## src/rtl/audio_out_serializer.sv

```systemverilog
// Mono I2S transmitter: offset-binary to two's complement conversion, BCLK/LRCLK
// generation, hold-and-repeat on upstream underrun with a saturating underrun count.
module audio_out_serializer #(
    parameter int unsigned CLK_DIV = 4
) (
    input  logic        clk,
    input  logic        reset,
    input  logic [19:0] sample_in,
    input  logic        sample_valid,
    input  logic        mute,
    output logic        bclk,
    output logic        lrclk,
    output logic        sdata,
    output logic        frame_start,
    output logic        sample_taken,
    output logic [7:0]  underrun_count
);

    localparam logic [7:0] DIV_LAST = 8'(CLK_DIV - 1);

    logic [7:0]  div;
    logic [5:0]  bit_cnt;
    logic [19:0] hold_reg;
    logic [19:0] frame_reg;
    logic        pending;

    logic        tick;
    logic        fall_evt;
    logic        frame_load;
    logic [5:0]  bit_cnt_nxt;
    logic [4:0]  slot_k;
    logic        sdata_nxt;

    always_comb begin
        tick        = (div == DIV_LAST);
        fall_evt    = tick && bclk;
        frame_load  = fall_evt && (bit_cnt == 6'd63);
        bit_cnt_nxt = bit_cnt + 6'd1;
        slot_k      = bit_cnt_nxt[4:0];
        // Serial data is registered from the upcoming slot position, so k=0 gives the I2S delay bit.
        sdata_nxt   = 1'b0;
        if (slot_k >= 5'd1 && slot_k <= 5'd20) begin
            sdata_nxt = frame_reg[5'd20 - slot_k];
        end
    end

    always_ff @(posedge clk) begin
        if (reset) begin
            div     <= '0;
            bclk    <= 1'b0;
            bit_cnt <= '0;
            lrclk   <= 1'b0;
            sdata   <= 1'b0;
        end else begin
            div <= tick ? 8'd0 : div + 8'd1;
            if (tick) begin
                bclk <= ~bclk;
            end
            if (fall_evt) begin
                bit_cnt <= bit_cnt_nxt;
                lrclk   <= bit_cnt_nxt[5];
                sdata   <= sdata_nxt;
            end
        end
    end

    always_ff @(posedge clk) begin
        if (reset) begin
            hold_reg       <= '0;
            pending        <= 1'b0;
            frame_reg      <= '0;
            frame_start    <= 1'b0;
            sample_taken   <= 1'b0;
            underrun_count <= '0;
        end else begin
            frame_start  <= frame_load;
            sample_taken <= frame_load && pending;
            if (frame_load) begin
                frame_reg <= mute ? 20'h00000 : hold_reg;
                if (!pending && underrun_count != 8'hFF) begin
                    underrun_count <= underrun_count + 8'd1;
                end
            end
            // A sample arriving on the load cycle wins over the clear and is kept for the next frame.
            if (sample_valid) begin
                hold_reg <= {~sample_in[19], sample_in[18:0]};
                pending  <= 1'b1;
            end else if (frame_load) begin
                pending <= 1'b0;
            end
        end
    end

endmodule

```

## config.mk

```make
export PLATFORM = sky130hd
export DESIGN_NAME = audio_out_serializer
export DESIGN_NICKNAME = d
export VERILOG_FILES = /design/src/rtl/audio_out_serializer.sv
export SDC_FILE = /design/constraint.sdc
export NUM_CORES = 1
export LEC_CHECK = 0
export ABC_AREA = 0
export CAP_MARGIN = 20
export CORE_UTILIZATION = 40
export CTS_CLUSTER_SIZE = 25
export DETAILED_ROUTE_END_ITERATION = 16
export DONT_BUFFER_PORTS = 1
export SLEW_MARGIN = 25
export SYNTH_ARGS = -nofsm -noshare
export SYNTH_HDL_FRONTEND = slang
export SYNTH_SLANG_ARGS = --single-unit
```

## constraint.sdc

```tcl
create_clock -name clk -period 2.2 [get_ports clk]
set_input_delay 0.33 -clock clk [delete_from_list [all_inputs] [get_ports clk]]
set_output_delay 0.33 -clock clk [all_outputs]
set_load 0.01 [all_outputs]
```

### Yosys cells after proc, flatten, opt, wreduce, memory -nomap -nowiden

Cells that the tools add are included.

| storage, ports and cells | value |
|---|---|
| register bits after elaboration | 68 |
| input port bits | 24 |
| output and inout port bits | 13 |
| word-level logic and storage cells | 38 |

| operators by class | value |
|---|---|
| add/sub/neg operators | 4 |
| magnitude comparators | 3 |
| equal/unequal tests | 3 |
| mux-type cells | 6 |
| bitwise gates (word level) | 2 |
| reductions and logical operators | 9 |

Operator list:

| kind | number |
|---|---|
| $mux 20 | 1 |
| $add 8x1->8 const B | 2 |
| $eq 8x2->1 const B | 1 |
| $ne 8x8->1 const B | 1 |
| $add 6x1->6 const B | 1 |
| $eq 6x6->1 const B | 1 |
| $lt 5x6->1 const B | 1 |
| $bmux 1 s5 | 1 |
| $ge 5x1->1 const B | 1 |
| $le 5x5->1 const B | 1 |
| $logic_and 1x1->1 | 5 |
| $sub 5x5->5 const A | 1 |
| $mux 1 | 4 |
| $not 1->1 | 2 |
| $reduce_and 2->1 | 1 |
| $reduce_bool 2->1 | 1 |
| $reduce_or 2->1 | 1 |
| $logic_not 1->1 | 1 |

### Logic depth before layout (Yosys ltp)

Gate-level depths: netlist of run 1.

| depth | value |
|---|---|
| depth in word-level cells | 5 |
| gate-level depth with buffers | 9 |
| gate-level depth less buffers | 7 |

### Worst setup path after synthesis of run 1

No wires, ideal clock.

| timing path | value |
|---|---|
| path kind | register to register |
| from | register bit_cnt[0] |
| to | register sdata |
| library setup time | 0.124 ns |
| arrival | 2.128 ns |
| data required time | 2.076 ns |
| setup slack | -0.053 ns |
| cell stages (with the launch flop) | 9 |
| path buffers | 2 |
| period minus slack after synthesis | 2.253 ns |
| cell sequence | dfxtp_1 > clkbuf_1 > inv_1 > ha_1 > clkbuf_1 > mux4_2 > a211o_1 > a41oi_1 > a31oi_1 |

| between the ends | value |
|---|---|
| word-level cells in the longest chain between the ends | 5 |
| elaborated cells on any way between the ends | 8 |
| those cells by class | add/sub: 2; order compare: 2; mux: 3; reduce/logical: 1 |

Ends and longest elaborated chain:

| element | RTL line | source |
|---|---|---|
| start, declared | 22 | `logic [5:0] bit_cnt;` |
| start signal, assigned | 60 | `bit_cnt <= bit_cnt_nxt;` |
| $add 6x1->6 (*) | 38 | `bit_cnt_nxt = bit_cnt + 6'd1;` |
| net bit_cnt_nxt[0] | 30 | `logic [5:0] bit_cnt_nxt;` |
| $sub 5x5->5 | 43 | `sdata_nxt = frame_reg[5'd20 - slot_k];` |
| $bmux 1 s5 | 43 |  |
| $mux 1 (implied by the code) | 43 |  |
| $mux 1 (*) | 42 | `if (slot_k >= 5'd1 && slot_k <= 5'd20) begin` |
| end signal, assigned | 62 | `sdata <= sdata_nxt;` |
| end, declared | 13 | `output logic sdata,` |

Mark *: on every way through the listed nets, which the timed path passes. The rest lies on a longest branch. The select of a mux whose other input is x is not followed.
A chain may end at the register's enable or synchronous reset.

### Final worst setup path of run 1

| timing path | value |
|---|---|
| from | register bit_cnt[1] |
| to | register sdata |

Same word-level chain as after synthesis.

==> impl_metrics.ini, run 1 <==
[run_status]
outcome = finished, final reports clean

[drt]
drc = 0
wirelength_um = 5390
vias_per_cell = 5.17
first_iter_violations = 79
ant_nets = 0
wl_per_cell_um = 13.9
dr.pass1.iters = 4
vias = 2002

[clocking]
cts_buffers = 9
cts_root_buf = clkbuf_8
cts_tree = yes
path_clk_slew_ns = 0.07
clk_path_buf_depth = 2
h-tree-depth = 3
hold_buffers = 0
post-cts-setup-buffer-count = 0
cts_sinks = 67
clk_latency_ns = 0.35
cts-resized-gates = 0

[min_path]
min_path_cells = 1
hold_path.class = in2reg
hp-start = reset
min_to = underrun_count[6]$_SDFFE_PP0P_

[place]
post_dp_cell_area_um2 = 3020
post-place-ws_ns = 0.0595
finalWeightedCongestion = 0.801
io_buffers = 0
dp_hpwl_um = 3610
placed_cells = 371

[logic_synthesis]
syn_area_per_cell_um2 = 10.2
synth_area_leader_cell = dfxtp_1
synthTopCellsByCount = 67 x dfxtp_1, 47 x nor2_1, 23 x mux2i_1
synthAdderAreaFrac_pct = 2.12
synth_ff_type = dfxtp_1
yosysMostFrequentCell = dfxtp_1
synth_edf_count = 0
yosysUniqueCellTypes = 44
synthSimpleGateAreaFrac_pct = 17.2
synthTopCellsByArea = dfxtp_1 46%, mux2i_1 7.8%, nor2_1 6.0%
synth_top_family_by_area = simple AND/OR/NAND/NOR gates
yosys_warnings = 0
ys_async_sr_fraction_pct = 0
synth_fp_nets = 318
netlist_instances = 289
synth_xor_area_share_pct = 7.90
seq_area_frac_synth_pct = 45.6
synthesis.area_um2 = 2940
synth-seq-cells = 67
synthMuxAreaShare_pct = 12.0
synth_compound_area_share_pct = 11.3
synthDominantCellAreaShare_pct = 45.6

[sta]
rsz0062_at_grt = no
max_freq_mhz = 490
tns_ns = 0
finalClockSkew_ns = 0.00778
worstMarginPinSlew_ns = 0.479
post-route-min-period_ns = 2.04
fin_ws_ns = 0.158
slew_headroom_pct = 68.0
fin_crit_sh_pct = 92.8
report.final.slew_viol_count = 0
setup_viol = 0
hold_viol_final = 0

[layout]
stdcell_area_um2 = 3230
num_antenna_cells = 0
nNetsFinal = 315
synthToLayoutAreaGrowth_pct = 9.65
drive_gt1_share_pct = 13.1
fillers = 676
post-route-util_pct = 46.5
fin_cells = 387

[worst_setup_path]
cpPeakStageDelay_ns = 0.52
ff2ff_setup_slack_ns = 0.16
reg2regPathDepth = 6
crit_path_end_kind = flop
crit_chain = inv_1 -> ha_2 -> mux4_2 -> a211o_1 -> a41oi_1 -> a31oi_1
r2r-end = sdata$_SDFFE_PP0P_
cp_max_fo = 10
cp.required_ns = 2.43
path_buf_inv = 1
slowest_stage = dfxtp_1
crit_family = compound AO/OA/AOI/OAI gates
worstSetupPathType = reg2reg
crit_arrival_ns = 2.27
r2r-start = bit_cnt[1]$_SDFFE_PP0P_
startpoint_type = flop

[global_route]
grt_util_all_layers_pct = 16.2
antenna_found_initial = 0
grt_pass1_wl_um = 9490
grt_pass1_vias = 2029
grt-ovfl-total = 0
grt_start_max_net_pins = 44

[floorplanning]
core_um2 = 6940
rows = 30
die_width_um = 87.8
start_util_pct = 42.4
die_h_um = 87.8
die_area_um2 = 7710
ios = 37

[run]
maxCapViolCount = 0

[pwr]
p_leak_nw = 1.25
ir_worst_vdd_v = 0.000492
p_per_area_nw_per_um2 = 731
-- cells by family (layout without fill, tap and decap cells) --
family	after synthesis	in the layout
AO/OA/AOI/OAI	41	41
XOR/XNOR	25	25
adder cells (fa/ha/maj)	5	5
buffers and inverters	26	28
flip-flops	67	67
multiplexers	29	29
AND/OR/NAND/NOR	96	96
-- how the worst max path moves through the flow --
stage,from,to,cells past startpoint
floorplan,bit_cnt[0]$_SDFFE_PP0P_,sdata$_SDFFE_PP0P_,8
CTS,bit_cnt[1]$_SDFFE_PP0P_,sdata$_SDFFE_PP0P_,6
global placement,bit_cnt[1]$_SDFFE_PP0P_,sdata$_SDFFE_PP0P_,6
global route,bit_cnt[1]$_SDFFE_PP0P_,frame_reg[6]$_SDFFE_PP0P_,7
detailed placement,bit_cnt[1]$_SDFFE_PP0P_,sdata$_SDFFE_PP0P_,6
finish,bit_cnt[1]$_SDFFE_PP0P_,sdata$_SDFFE_PP0P_,6
-- final cells by class --
type                       count  area, µm²  share of cell area (%)
multi-input combinational    196       1500                    46.4
sequential                    67       1340                    41.6
clock buffer                  10        128                    3.95
tap                           96        120                    3.72
clock inverter                 6       73.8                    2.29
timing repair buffer           6       45.0                    1.40
inverter                       6       22.5                   0.698
-- where the power goes --
group	switching [mW]	internal, mW	total, mW
Sequential	0.0230	1.24	1.27
Combinational	0.0326	0.0354	0.0680
Clock	0.488	0.537	1.02
Total	0.543	1.82	2.36
-- worst reg2reg max path: cells and delay by family, from the launching register on --
kind,cells,cell delay (ns)
AO/OA/AOI/OAI,3,0.54
flip-flops,1,0.52
adder cells (fa/ha/maj),1,0.46
multiplexers,1,0.33
buffers and inverters,1,0.08
-- layer usage --
| metal | share of wire [%] | GRT usage [%] | vias up | wire length [µm] |
|---|---|---|---|---|
| met4 | 1.8 | 7.00 | 0 | 99 |
| met1 | 50 | 21.0 | 924 | 2680 |
| met3 | 4.8 | 6.22 | 10 | 259 |
| met2 | 44 | 24.1 | 44 | 2350 |
| li1 | - | - | 1024 | - |
| met5 | 0 | 0 | - | 0 |
-- cells in the final DEF (no fill, tap or decap), drive strengths merged, types with 3 or more instances in the layout --
| cell type | synthesis | routed |
|---|---|---|
| a21oi | 3 | 3 |
| nand2b | 4 | 4 |
| a22o | 20 | 20 |
| mux2i | 23 | 23 |
| clkinv | 0 | 3 |
| nor4 | 6 | 6 |
| a21boi | 3 | 3 |
| nand3 | 7 | 7 |
| nor3 | 4 | 4 |
| mux4 | 5 | 5 |
| clkbuf | 15 | 10 |
| dfxtp | 67 | 67 |
| and3 | 5 | 5 |
| ha | 5 | 5 |
| buf | 5 | 6 |
| nand2 | 10 | 10 |
| xnor2 | 15 | 15 |
| xor2 | 9 | 9 |
| inv | 6 | 8 |
| nor2 | 47 | 47 |
| a31oi | 3 | 3 |
| nand4 | 3 | 3 |
-- metrics by stage --
step           total power [mW]  hold slack [ns]
2_1_floorplan              1.37            0.410
3_3_place_gp               1.36            0.406
3_5_place_dp               1.36            0.408
4_1_cts                    2.40           0.0268
5_1_grt                    2.47           0.0193
6_report                   2.36           0.0441
Note: power is estimated with default switching activity, not from simulation.
==> run 2, diff against run 1 <==
clock period = 2.1 ns   (was 2.2 ns; I/O delays follow)
==> run 2 against run 1 <==
  * Worst hold slack worse by 0.014 ns
  * Register-to-register slack hardly changed
  * Count of clock-buffer cells in the layout is 1 lower
  * Highest routed layer unchanged
==> impl_metrics.ini, run 2 (synthesis gave the netlist of run 1 again) <==
[pwr]
power_mw = 2.71
seq_power_share_pct = 49.0
switchingPower_uw = 570
ir_worst_vdd_v = 0.000620
switching_share_pct = 21.0
p_clk_share_pct = 48.3
p_leak_nw = 1.30
p_comb_share_pct = 2.6
intPower_mw = 2.14
p_per_area_nw_per_um2 = 817

[min_path]
hp-start = reset
min_to = underrun_count[6]$_SDFFE_PP0P_
min_path_cells = 1
hold_path.class = in2reg

[worst_setup_path]
cp.required_ns = 2.39
cpPeakStageDelay_ns = 0.34
startpoint_type = flop
crit_arrival_ns = 2.23
reg2regPathDepth = 7
worstSetupPathType = reg2reg
cp_max_fo = 20
r2r-end = frame_reg[6]$_SDFFE_PP0P_
crit_chain = ha_1 -> and2_1 -> nand4_4 -> or2_4 -> nor3_2 -> buf_12 -> a22o_1
slowest_stage = dfxtp_1
crit_path_end_kind = flop
r2r-start = bit_cnt[2]$_SDFFE_PP0P_
ff2ff_setup_slack_ns = 0.16

[sta]
hold_ws_ns = 0.0300
worstMarginPinSlew_ns = 0.445
tns_ns = 0
fin_crit_sh_pct = 92.2
hold_viol_final = 0
rsz0062_at_grt = no
post-route-min-period_ns = 1.94
max_freq_mhz = 517
setup_viol = 0
report.final.slew_viol_count = 0
finalClockSkew_ns = 0.0110
slew_headroom_pct = 70.2

[run]
maxCapViolCount = 0

[clocking]
post-cts-setup-buffer-count = 0
h-tree-depth = 3
clk_path_buf_depth = 2
cts_tree = yes
cts_buffers = 9
hold_buffers = 0
cts_root_buf = clkbuf_8
cts_sinks = 67
path_clk_slew_ns = 0.07
cts-resized-gates = 0
clk_latency_ns = 0.35

[drt]
wl_per_cell_um = 13.9
drc = 0
ant_nets = 0
first_iter_violations = 101
vias_per_cell = 5.21
wirelength_um = 5440
dr.pass1.iters = 4
vias = 2037

[layout]
synthToLayoutAreaGrowth_pct = 12.6
drive_gt1_share_pct = 13.6
final_common_cell = dfxtp_1
fillers = 649
num_antenna_cells = 0
post-route-util_pct = 47.7
stdcell_area_um2 = 3320
layout_common_cells = 67 x dfxtp_1, 47 x nor2_1, 23 x mux2i_1
nNetsFinal = 319

[place]
post_dp_cell_area_um2 = 3060
finalWeightedCongestion = 0.828
io_buffers = 0
dp_hpwl_um = 3670

[floorplanning]
die_h_um = 87.8
ios = 37
core_um2 = 6940
rows = 30
start_util_pct = 42.4
die_width_um = 87.8
die_area_um2 = 7710

[global_route]
grt_util_all_layers_pct = 15.8
grt_pass1_wl_um = 9070
grt-ovfl-total = 0
grt_pass1_vias = 1898
grt_start_max_net_pins = 44
antenna_found_initial = 0

[run_status]
outcome = finished, final reports clean
## run 2: cell type report
class / instances / area [µm²] / area share [%]
tap: 96 / 120 / 3.62
clock buffer: 9 / 124 / 3.74
inverter: 6 / 22.5 / 0.679
timing repair buffer: 10 / 87.6 / 2.64
clock inverter: 7 / 125 / 3.77
multi-input combinational: 196 / 1500 / 45.1
sequential: 67 / 1340 / 40.5
## run 2: power groups by stage
stage | registers [mW] | logic, mW | clock network [mW]
final | 1.33 | 0.0714 | 1.31
after global placement | 1.36 | 0.0689 | 0
after CTS | 1.33 | 0.0714 | 1.34
after global routing | 1.33 | 0.0821 | 1.39
after detailed placement | 1.36 | 0.0712 | 0
after floorplan | 1.35 | 0.0842 | 0
## run 2: metal layers
| layer | GRT usage (%) | routed length [µm] | vias to the layer above |
|---|---|---|---|
| met3 | 5.56 | 282 | 11 |
| met4 | 8.49 | 104 | 0 |
| li1 | - | - | 1025 |
| met2 | 23.9 | 2400 | 54 |
| met5 | 0 | 0 | - |
| met1 | 19.8 | 2650 | 947 |
## run 2: critical path, delay by kind of cell, from the launching register on
family	cells	cell delay, ns
buffers and inverters	1	0.19
AND/OR/NAND/NOR	4	0.92
AO/OA/AOI/OAI	1	0.14
flip-flops	1	0.34
adder cells (fa/ha/maj)	1	0.28
## run 2: how the worst max path moves through the flow
stage	startpoint	endpoint	slack [ns]	depth (start not counted)
2_1_floorplan	bit_cnt[0]$_SDFFE_PP0P_	sdata$_SDFFE_PP0P_	0.09	8
3_3_place_gp	bit_cnt[0]$_SDFFE_PP0P_	sdata$_SDFFE_PP0P_	0.17	6
3_5_place_dp	bit_cnt[0]$_SDFFE_PP0P_	sdata$_SDFFE_PP0P_	0.12	6
4_1_cts	bit_cnt[0]$_SDFFE_PP0P_	sdata$_SDFFE_PP0P_	0.11	6
5_1_grt	div[0]$_SDFF_PP0_	underrun_count[1]$_SDFFE_PP0P_	0.00002	7
6_report	bit_cnt[2]$_SDFFE_PP0P_	frame_reg[6]$_SDFFE_PP0P_	0.16	7
## run 2: stage by stage
stage,instances,setup slack (ns)
floorplan,289,0.0897
global placement,375,0.173
finish,391,0.165
global route,391,0.0000226
detailed placement,375,0.123
CTS,391,0.108
